## src/rtl/nor8_pkg.sv

```systemverilog
// nor8_pkg: shared width constant and registered result record for the NOR lane
package nor8_pkg;
  localparam int NOR8_WIDTH = 8;
  typedef struct packed {
    logic [NOR8_WIDTH-1:0] z;
    logic                  zero;
    logic                  ones;
    logic                  par;
  } nor8_res_t;
endpackage

```

## src/rtl/nor8_lane_if.sv

```systemverilog
// nor8_lane_if: operand/result valid-ready bundle of the NOR lane
interface nor8_lane_if;
  import nor8_pkg::*;
  logic [NOR8_WIDTH-1:0] a;
  logic [NOR8_WIDTH-1:0] b;
  logic [NOR8_WIDTH-1:0] z;
  logic in_valid;
  logic in_ready;
  logic out_valid;
  logic out_ready;
  logic flag_zero;
  logic flag_ones;
  logic flag_par;
  modport master(output a, b, in_valid, out_ready, input in_ready, z, out_valid, flag_zero, flag_ones, flag_par);
  modport slave(input a, b, in_valid, out_ready, output in_ready, z, out_valid, flag_zero, flag_ones, flag_par);
endinterface

```

## src/rtl/nor8_skid_buf.sv

```systemverilog
// nor8_skid_buf: 1-entry pipeline register or 2-entry skid buffer (registered in_ready) of nor8_res_t
module nor8_skid_buf
  import nor8_pkg::*;
#(
  parameter int DEPTH = 1
) (
  input  logic      clk,
  input  logic      rst,
  input  logic      in_valid,
  output logic      in_ready,
  input  nor8_res_t din,
  output logic      out_valid,
  input  logic      out_ready,
  output nor8_res_t dout
);
  logic push;
  assign push = in_valid && in_ready;
  if (DEPTH == 2) begin : g_skid
    nor8_res_t skid_d;
    logic skid_v, full_q, head_ld, ov_n, sv_n;
    // full_q is the only source of in_ready, so out_ready never reaches it combinationally
    assign in_ready = !rst && !full_q;
    always_comb begin
      head_ld = !out_valid || out_ready;
      ov_n = head_ld ? (skid_v || push) : out_valid;
      sv_n = head_ld ? (skid_v && push) : (skid_v || push);
    end
    always_ff @(posedge clk) begin
      if (rst) begin
        out_valid <= 1'b0;
        skid_v <= 1'b0;
        full_q <= 1'b0;
        dout <= '0;
        skid_d <= '0;
      end else begin
        out_valid <= ov_n;
        skid_v <= sv_n;
        full_q <= ov_n && sv_n;
        if (head_ld && (skid_v || push)) dout <= skid_v ? skid_d : din;
        if (push && (skid_v || !head_ld)) skid_d <= din;
      end
    end
  end else begin : g_reg
    assign in_ready = !rst && (!out_valid || out_ready);
    always_ff @(posedge clk) begin
      if (rst) begin
        out_valid <= 1'b0;
        dout <= '0;
      end else begin
        out_valid <= push || (out_valid && !out_ready);
        if (push) dout <= din;
      end
    end
  end
endmodule

```

## src/rtl/nor8_lane.sv

```systemverilog
// nor8_lane: bitwise NOR lane with zero/ones/parity flags; define NOR8_SKID_EN for the 2-entry skid output
module nor8_lane
  import nor8_pkg::*;
(
  input logic         clk,
  input logic         rst,
  nor8_lane_if.slave  bus
);
`ifdef NOR8_SKID_EN
  localparam int DEPTH = 2;
`else
  localparam int DEPTH = 1;
`endif
  logic [NOR8_WIDTH-1:0] z_n;
  nor8_res_t res_in, res_out;
  assign z_n = ~(bus.a | bus.b);
  assign res_in = '{z: z_n, zero: ~|z_n, ones: &z_n, par: ^z_n};
  nor8_skid_buf #(.DEPTH(DEPTH)) u_buf (
    .clk      (clk),
    .rst      (rst),
    .in_valid (bus.in_valid),
    .in_ready (bus.in_ready),
    .din      (res_in),
    .out_valid(bus.out_valid),
    .out_ready(bus.out_ready),
    .dout     (res_out)
  );
  assign bus.z = res_out.z;
  assign bus.flag_zero = res_out.zero;
  assign bus.flag_ones = res_out.ones;
  assign bus.flag_par = res_out.par;
endmodule

```

## src/flat_wrapper.sv

```systemverilog
// flat-port wrapper written by rule: the top's interface ports become plain ports
module nor8_lane_flat import nor8_pkg::*;
  (clk, rst, bus_a, bus_b, bus_in_valid, bus_out_ready, bus_in_ready, bus_z, bus_out_valid, bus_flag_zero, bus_flag_ones, bus_flag_par);
  nor8_lane_if bus_i ();
  input logic clk;
  input logic rst;
  input wire logic [$bits(bus_i.a)-1:0] bus_a;
  input wire logic [$bits(bus_i.b)-1:0] bus_b;
  input wire logic [$bits(bus_i.in_valid)-1:0] bus_in_valid;
  input wire logic [$bits(bus_i.out_ready)-1:0] bus_out_ready;
  output wire logic [$bits(bus_i.in_ready)-1:0] bus_in_ready;
  output wire logic [$bits(bus_i.z)-1:0] bus_z;
  output wire logic [$bits(bus_i.out_valid)-1:0] bus_out_valid;
  output wire logic [$bits(bus_i.flag_zero)-1:0] bus_flag_zero;
  output wire logic [$bits(bus_i.flag_ones)-1:0] bus_flag_ones;
  output wire logic [$bits(bus_i.flag_par)-1:0] bus_flag_par;
  assign bus_i.a = bus_a;
  assign bus_i.b = bus_b;
  assign bus_i.in_valid = bus_in_valid;
  assign bus_i.out_ready = bus_out_ready;
  assign bus_in_ready = bus_i.in_ready;
  assign bus_z = bus_i.z;
  assign bus_out_valid = bus_i.out_valid;
  assign bus_flag_zero = bus_i.flag_zero;
  assign bus_flag_ones = bus_i.flag_ones;
  assign bus_flag_par = bus_i.flag_par;
  nor8_lane u_core (.clk(clk), .rst(rst), .bus(bus_i));
endmodule
```

## config.mk

```make
export PLATFORM = sky130hd
export DESIGN_NAME = nor8_lane_flat
export DESIGN_NICKNAME = d
export VERILOG_FILES = /design/src/rtl/nor8_pkg.sv /design/src/rtl/nor8_lane_if.sv /design/src/rtl/nor8_skid_buf.sv /design/src/rtl/nor8_lane.sv /design/src/flat_wrapper.sv
export SDC_FILE = /design/constraint.sdc
export NUM_CORES = 1
export LEC_CHECK = 0
export ABC_CLOCK_PERIOD_IN_PS = 2000
export CAP_MARGIN = 10
export CORE_MARGIN = 3
export CORE_UTILIZATION = 35
export CTS_CLUSTER_DIAMETER = 150
export DETAILED_ROUTE_END_ITERATION = 16
export PLACE_DENSITY = 0.71
export SLEW_MARGIN = 20
export SYNTH_ARGS = -nofsm -noshare
export SYNTH_HDL_FRONTEND = slang
export SYNTH_SLANG_ARGS = --single-unit
export TNS_END_PERCENT = 100
```

## constraint.sdc

```tcl
create_clock -name clk -period 2 [get_ports clk]
set_input_delay 0.5 -clock clk [delete_from_list [all_inputs] [get_ports clk]]
set_output_delay 0.5 -clock clk [all_outputs]
set_load 0.02 [all_outputs]
```

==> results.sh, run 1 <==
export IMPL_grt_pass1_wl_um=3090
export IMPL_layout_drive_gt1_share=0.287
export IMPL_rrSetupSlack_ns=0.91
export IMPL_wire_per_inst_um=11.9
export IMPL_syn_nets=100
export IMPL_drt_iter0_drc=13
export IMPL_cts_sinks=12
export IMPL_setup_viol=0
export IMPL_status="completed"
export IMPL_antenna_found_initial=0
export IMPL_place_gp_congestion=0.813
export IMPL_dpl_cell_count=141
export IMPL_dr_pass1_iters=4
export IMPL_port_buffer_count=32
export IMPL_holdPathEnd="u_core.u_buf.dout[7]$_SDFFE_PP0P_"
export IMPL_grt_pass1_vias=705
export IMPL_die_height_um=49.9
export IMPL_row_count=15
export IMPL_synth_warnings=0
export IMPL_finalPower_mw=0.643
export IMPL_grt_overflow=0
export IMPL_grt_max_degree=15
export IMPL_synth_seq_cells=12
export IMPL_ant_nets=0
export IMPL_cts_root_buf="clkbuf_4"
export IMPL_period_minus_slack_ns=1.96
export IMPL_hold_viol=0
export IMPL_fin_nets=149
export IMPL_syn_area_um2=676
export IMPL_slew_violations=0
export IMPL_relSlewSlack=0.845
export IMPL_synth_top_area_frac=0.356
export IMPL_core_um2=1780
export IMPL_synth_edff_count=0
export IMPL_worstPathArrival_ns=2.13
export IMPL_holdWs_ns=0.478
export IMPL_p_per_area_nw_per_um2=532
export IMPL_hold_class="reg -> reg"
export IMPL_vias=681
export IMPL_cp_data_required_time_ns=2.17
export IMPL_drc=0
export IMPL_drv_cap=0
export IMPL_setup_ws_ns=0.0359
export IMPL_timing_rr_start="u_core.u_buf.out_valid$_SDFF_PP0_"
export IMPL_die_area_um2=2490
export IMPL_final_cells=147
export IMPL_postCtsHoldBufs=0
export IMPL_worstMarginPinSlew_ns=0.232
export IMPL_synth_area_leaders="dfxtp_1 36%, ha_1 11%, xnor3_1 6.7%, mux2i_1 5.9%, nand2b_1 5.6%"
export IMPL_rsz0062_at_grt="no"
export IMPL_crit_type="in -> reg"
export IMPL_path_clk_slew_ns=0.09
export IMPL_min_path_cells=2
export IMPL_async_reset_ff_frac=0
export IMPL_synth_main_ff_cell="dfxtp_1"
export IMPL_postSynthAreaPerCell_um2=9.13
export IMPL_fin_crit_sh=0.982
export IMPL_via_per_inst=4.63
export IMPL_fmax_mhz=509
export IMPL_cts_made_buffers=3
export IMPL_crit_fanout=2
export IMPL_dp_slack_ns=-0.424
export IMPL_die_x_um=49.9
export IMPL_clk_latency_ns=0.27
export IMPL_yosys_cell_types_count=20
export IMPL_cts_buffer_depth=2
export IMPL_dp_hpwl_um=1330
export IMPL_yosysSeqAreaShare=0.356
export IMPL_reg2reg_to="u_core.u_buf.dout[2]$_SDFFE_PP0P_"
export IMPL_yosys_area_top_type="dfxtp_1"
export IMPL_routed_wl_um=1750
export IMPL_worstSetupStartpointType="input pin"
export IMPL_synthCells=74
export IMPL_num_io_pins=33
export IMPL_hp_start="u_core.u_buf.dout[7]$_SDFFE_PP0P_"
export IMPL_p_leak_nw=0.563
export IMPL_setup_tns_ns=0
export IMPL_rr_worst_depth=3
export IMPL_crit_path_end_kind="flop"
export IMPL_area_growth_pct=79.1
export IMPL_fin_skew_ns=0.00776
export IMPL_grtUsageTotal=0.161
export IMPL_cts_htree_levels=1
export IMPL_diodes=0
export IMPL_vdd_drop_max_uv=411
export IMPL_start_util=0.379
export IMPL_fillers=144
export IMPL_cts_tree="done"
## worst max-delay path: stages
cell and delay [ns]:
clkdlybuf4s50_1 0.41, nor2_2 0.15, inv_2 0.06, ha_4 0.26
xnor3_1 0.29, xnor3_1 0.18, mux2_4 0.28
## Yosys cell counts, types with 2 or more instances
master / number
ha_1: 6
dfxtp_1: 12
nor2_1: 6
mux2i_1: 4
mux2_2: 2
o21ai_0: 5
inv_1: 6
xnor3_1: 2
a21oi_1: 5
nand2b_1: 6
nand3_1: 7
nor2b_1: 3
or2_2: 3
## registers in the layout, indices dropped and copies added, names as in the netlist
| name | flops |
|---|---|
| u_core.u_buf.dout | 11 |
| u_core.u_buf.out_valid | 1 |
## cells by family (layout without fill, tap and decap cells)
logic type / after synthesis / count (layout) / synth area share
AO/OA/AOI/OAI: 10 / 10 / 0.0741
XOR/XNOR: 2 / 2 / 0.0667
adder cells (fa/ha/maj): 6 / 6 / 0.111
buffers and inverters: 7 / 55 / 0.0389
flip-flops: 12 / 12 / 0.356
multiplexers: 6 / 6 / 0.0926
AND/OR/NAND/NOR: 31 / 31 / 0.261
## final cells by class
cell class | instances | area [um2] | share of cell area
flip-flops and latches | 12 | 240 | 0.199
well taps | 25 | 31.3 | 0.0259
repair buffers | 45 | 414 | 0.342
inverters | 6 | 22.5 | 0.0186
clock buffers | 4 | 36.3 | 0.0300
multi-input cells | 55 | 465 | 0.385
## metrics by stage
step | util | area (um2)
6_report | 0.679 | 1210
5_1_grt | 0.679 | 1210
4_1_cts | 0.664 | 1180
3_5_place_dp | 0.620 | 1110
3_3_place_gp | 0.620 | 1110
2_1_floorplan | - | 676
## where the power goes
group	internal [mW]	switching, mW	leakage, nW
Sequential	0.251	0.00636	0.0979
Combinational	0.116	0.0757	0.444
Clock	0.110	0.0843	0.0210
## layout by cell type (no fill, tap or decap), drive strengths merged
cell type,netlist,layout
or2,3,3
clkbuf,1,5
and3,1,1
dlygate4sd2,0,5
a21oi,5,5
xnor3,2,2
nand2,1,1
ha,6,6
inv,6,6
mux2i,4,4
buf,0,13
dfxtp,12,12
nor2b,4,4
dlymetal6s2s,0,3
nand2b,6,6
o21ai,5,5
mux2,2,2
nor3,1,1
nor2,8,8
clkdlybuf4s50,0,23
nand3,7,7
## how the worst max path moves through the flow
stage	start	endpoint	slack (ns)
2_1_floorplan	bus_b[6]	u_core.u_buf.dout[0]$_SDFFE_PP0P_	0.02
3_3_place_gp	bus_b[6]	u_core.u_buf.dout[0]$_SDFFE_PP0P_	-0.40
3_5_place_dp	bus_b[6]	u_core.u_buf.dout[0]$_SDFFE_PP0P_	-0.42
4_1_cts	bus_out_ready	bus_in_ready	0.004
5_1_grt	bus_b[3]	u_core.u_buf.dout[0]$_SDFFE_PP0P_	0.01
6_report	bus_b[3]	u_core.u_buf.dout[0]$_SDFFE_PP0P_	0.04
## per-layer routing
layer / GRT usage / wire length, um / vias up
met5: 0 / 0 / -
met4: 0.0691 / 23 / 0
met3: 0.0453 / 124 / 2
met2: 0.249 / 800 / 25
met1: 0.207 / 804 / 310
li1: - / - / 344
## what timing repair did
item	CTS	global route
setup buffers	1	1
pin swaps	7	3
gates cloned	0	0
resized for setup	14	9
setup endpoints to repair	2	2
No activity file was read; power rests on OpenSTA's default activity.
==> run 2, diff against run 1 <==
--- a/config.mk
+++ b/config.mk
@@ -12,6 +12,7 @@
 export CTS_CLUSTER_DIAMETER = 150
 export DETAILED_ROUTE_END_ITERATION = 16
 export PLACE_DENSITY = 0.71
+export SKIP_LAST_GASP = 1
 export SLEW_MARGIN = 20
 export SYNTH_ARGS = -nofsm -noshare
 export SYNTH_HDL_FRONTEND = slang
==> results of run 2 <==
Final layout, timing and power as in run 1 (identical DEF).
==> run 3, diff against run 2 <==
--- a/config.mk
+++ b/config.mk
@@ -6,7 +6,7 @@
 export NUM_CORES = 1
 export LEC_CHECK = 0
 export ABC_CLOCK_PERIOD_IN_PS = 2000
-export CAP_MARGIN = 10
+export CAP_MARGIN = 0
 export CORE_MARGIN = 3
 export CORE_UTILIZATION = 35
 export CTS_CLUSTER_DIAMETER = 150
==> constraint.sdc (replaced) <==
create_clock -name clk -period 2 [get_ports clk]
set_input_delay 0.5 -clock clk [delete_from_list [all_inputs] [get_ports clk]]
set_output_delay 0.5 -clock clk [all_outputs]
set_load 0.005 [all_outputs]
==> results.sh, run 3 (synthesized netlist as in run 1, its figures left out) <==
export IMPL_crit_type="in -> reg"
export IMPL_wire_per_inst_um=11.8
export IMPL_grtUsageTotal=0.161
export IMPL_grt_pass1_wl_um=3090
export IMPL_row_count=15
export IMPL_period_minus_slack_ns=1.97
export IMPL_p_per_area_nw_per_um2=517
export IMPL_crit_slowest_cell="clkdlybuf4s50_1"
export IMPL_final_cells=147
export IMPL_ff_latch_area_um2=240
export IMPL_start_util=0.379
export IMPL_worstMarginPinSlew_ns=0.230
export IMPL_grt_overflow=0
export IMPL_die_area_um2=2490
export IMPL_timing_rr_start="u_core.u_buf.out_valid$_SDFF_PP0_"
export IMPL_cp_data_required_time_ns=2.17
export IMPL_worstPathCellList="clkdlybuf4s50_1 -> nor2_2 -> inv_2 -> ha_4 -> xnor3_1 -> xnor3_1 -> mux2_4"
export IMPL_hold_viol=0
export IMPL_fin_skew_ns=0.00785
export IMPL_antenna_found_initial=0
export IMPL_cts_sinks=12
export IMPL_drv_cap=0
export IMPL_die_height_um=49.9
export IMPL_rsz0062_at_grt="no"
export IMPL_relSlewSlack=0.847
export IMPL_largest_register="u_core.u_buf.dout"
export IMPL_cp_common_cell="xnor3_1"
export IMPL_setup_ws_ns=0.0342
export IMPL_die_x_um=49.9
export IMPL_fillers=143
export IMPL_holdWs_ns=0.478
export IMPL_crit_fanout=2
export IMPL_setup_viol=0
export IMPL_crit_path_end_kind="flop"
export IMPL_crit_family="buffers and inverters"
export IMPL_final_common_cell="clkdlybuf4s50_1"
export IMPL_drc=0
export IMPL_grt_max_degree=15
export IMPL_num_io_pins=33
export IMPL_hold_class="reg -> reg"
export IMPL_fin_crit_sh=0.983
export IMPL_area_growth_pct=80.0
export IMPL_port_buffer_count=32
export IMPL_fin_nets=149
export IMPL_fmax_mhz=509
export IMPL_worstPathArrival_ns=2.13
export IMPL_path_clk_slew_ns=0.09
export IMPL_core_um2=1780
export IMPL_cts_made_buffers=3
export IMPL_cp_slowest_stage_delay_ns=0.41
export IMPL_p_leak_nw=0.565
export IMPL_place_gp_congestion=0.813
export IMPL_cts_root_buf="clkbuf_4"
export IMPL_clk_latency_ns=0.27
export IMPL_path_buf_inv=2
export IMPL_multi_input_comb_area_um2=468
export IMPL_hp_start="u_core.u_buf.dout[7]$_SDFFE_PP0P_"
export IMPL_largest_register_ffs=11
export IMPL_vias=684
export IMPL_ant_nets=0
export IMPL_layout_drive_gt1_share=0.287
export IMPL_slew_violations=0
export IMPL_dp_hpwl_um=1330
export IMPL_drt_iter0_drc=11
export IMPL_status="completed"
export IMPL_reg_top3="u_core.u_buf.dout (11), u_core.u_buf.out_valid (1)"
export IMPL_dpl_cell_count=141
export IMPL_cts_tree="done"
export IMPL_dr_pass1_iters=3
export IMPL_cts_buffer_depth=2
export IMPL_dp_slack_ns=-0.424
export IMPL_final_cell_mix="23 x clkdlybuf4s50_1, 13 x buf_4, 12 x dfxtp_1"
export IMPL_cts_htree_levels=1
export IMPL_via_per_inst=4.65
export IMPL_vdd_drop_max_uv=406
export IMPL_setup_tns_ns=0
export IMPL_diodes=0
export IMPL_crit_start="bus_b[3]"
export IMPL_grt_pass1_vias=705
export IMPL_routed_wl_um=1730
export IMPL_worstSetupStartpointType="input pin"
## run 3: final timing paths
path,depth (start not counted),end,slack [ns]
worst max-delay path,7,u_core.u_buf.dout[0]$_SDFFE_PP0P_,0.03
worst min-delay path,2,u_core.u_buf.dout[7]$_SDFFE_PP0P_,0.48
worst max register to register,3,u_core.u_buf.dout[2]$_SDFFE_PP0P_,0.91
worst min register to register,2,u_core.u_buf.dout[7]$_SDFFE_PP0P_,0.48
## run 3: metal layers
metal	routed length, um	vias to the layer above	share of wire	GRT usage
li1	-	343	-	-
met1	811	318	0.47	0.207
met2	784	21	0.45	0.249
met3	113	2	0.065	0.0453
met4	23	0	0.013	0.0691
met5	0	-	0	0
## run 3: timing repair
item	CTS	global route
gates cloned	0	0
pin swaps	7	3
setup endpoints to repair	2	2
resized for setup	14	8
setup buffers	1	1
hold buffers	0	0
## run 3: worst min-delay path: cells and delay by family (launching register included)
| kind | cells | cell delay (ns) |
|---|---|---|
| flip-flops | 1 | 0.32 |
| multiplexers | 1 | 0.06 |
| AND/OR/NAND/NOR | 1 | 0.06 |
## run 3: final cells by class
cell class / count / share of cell area
Clock buffer: 4 / 0.0298
Inverter: 6 / 0.0185
Multi-Input combinational cell: 55 / 0.385
Sequential cell: 12 / 0.198
Tap cell: 25 / 0.0257
Timing Repair Buffer: 45 / 0.344
## run 3: where the power goes
| part | switching [mW] | leakage [nW] | internal [mW] |
|---|---|---|---|
| Clock | 0.0842 | 0.0210 | 0.110 |
| Sequential | 0.00644 | 0.0979 | 0.251 |
| Combinational | 0.0604 | 0.446 | 0.116 |
## run 3: per-stage QoR
| step | utilization | instance area (um2) | power, mW |
|---|---|---|---|
| 2_1_floorplan | - | 676 | 0.331 |
| 6_report | 0.682 | 1220 | 0.628 |
| 5_1_grt | 0.682 | 1220 | 0.669 |
| 4_1_cts | 0.664 | 1180 | 0.634 |
| 3_3_place_gp | 0.620 | 1110 | 0.422 |
| 3_5_place_dp | 0.620 | 1110 | 0.425 |
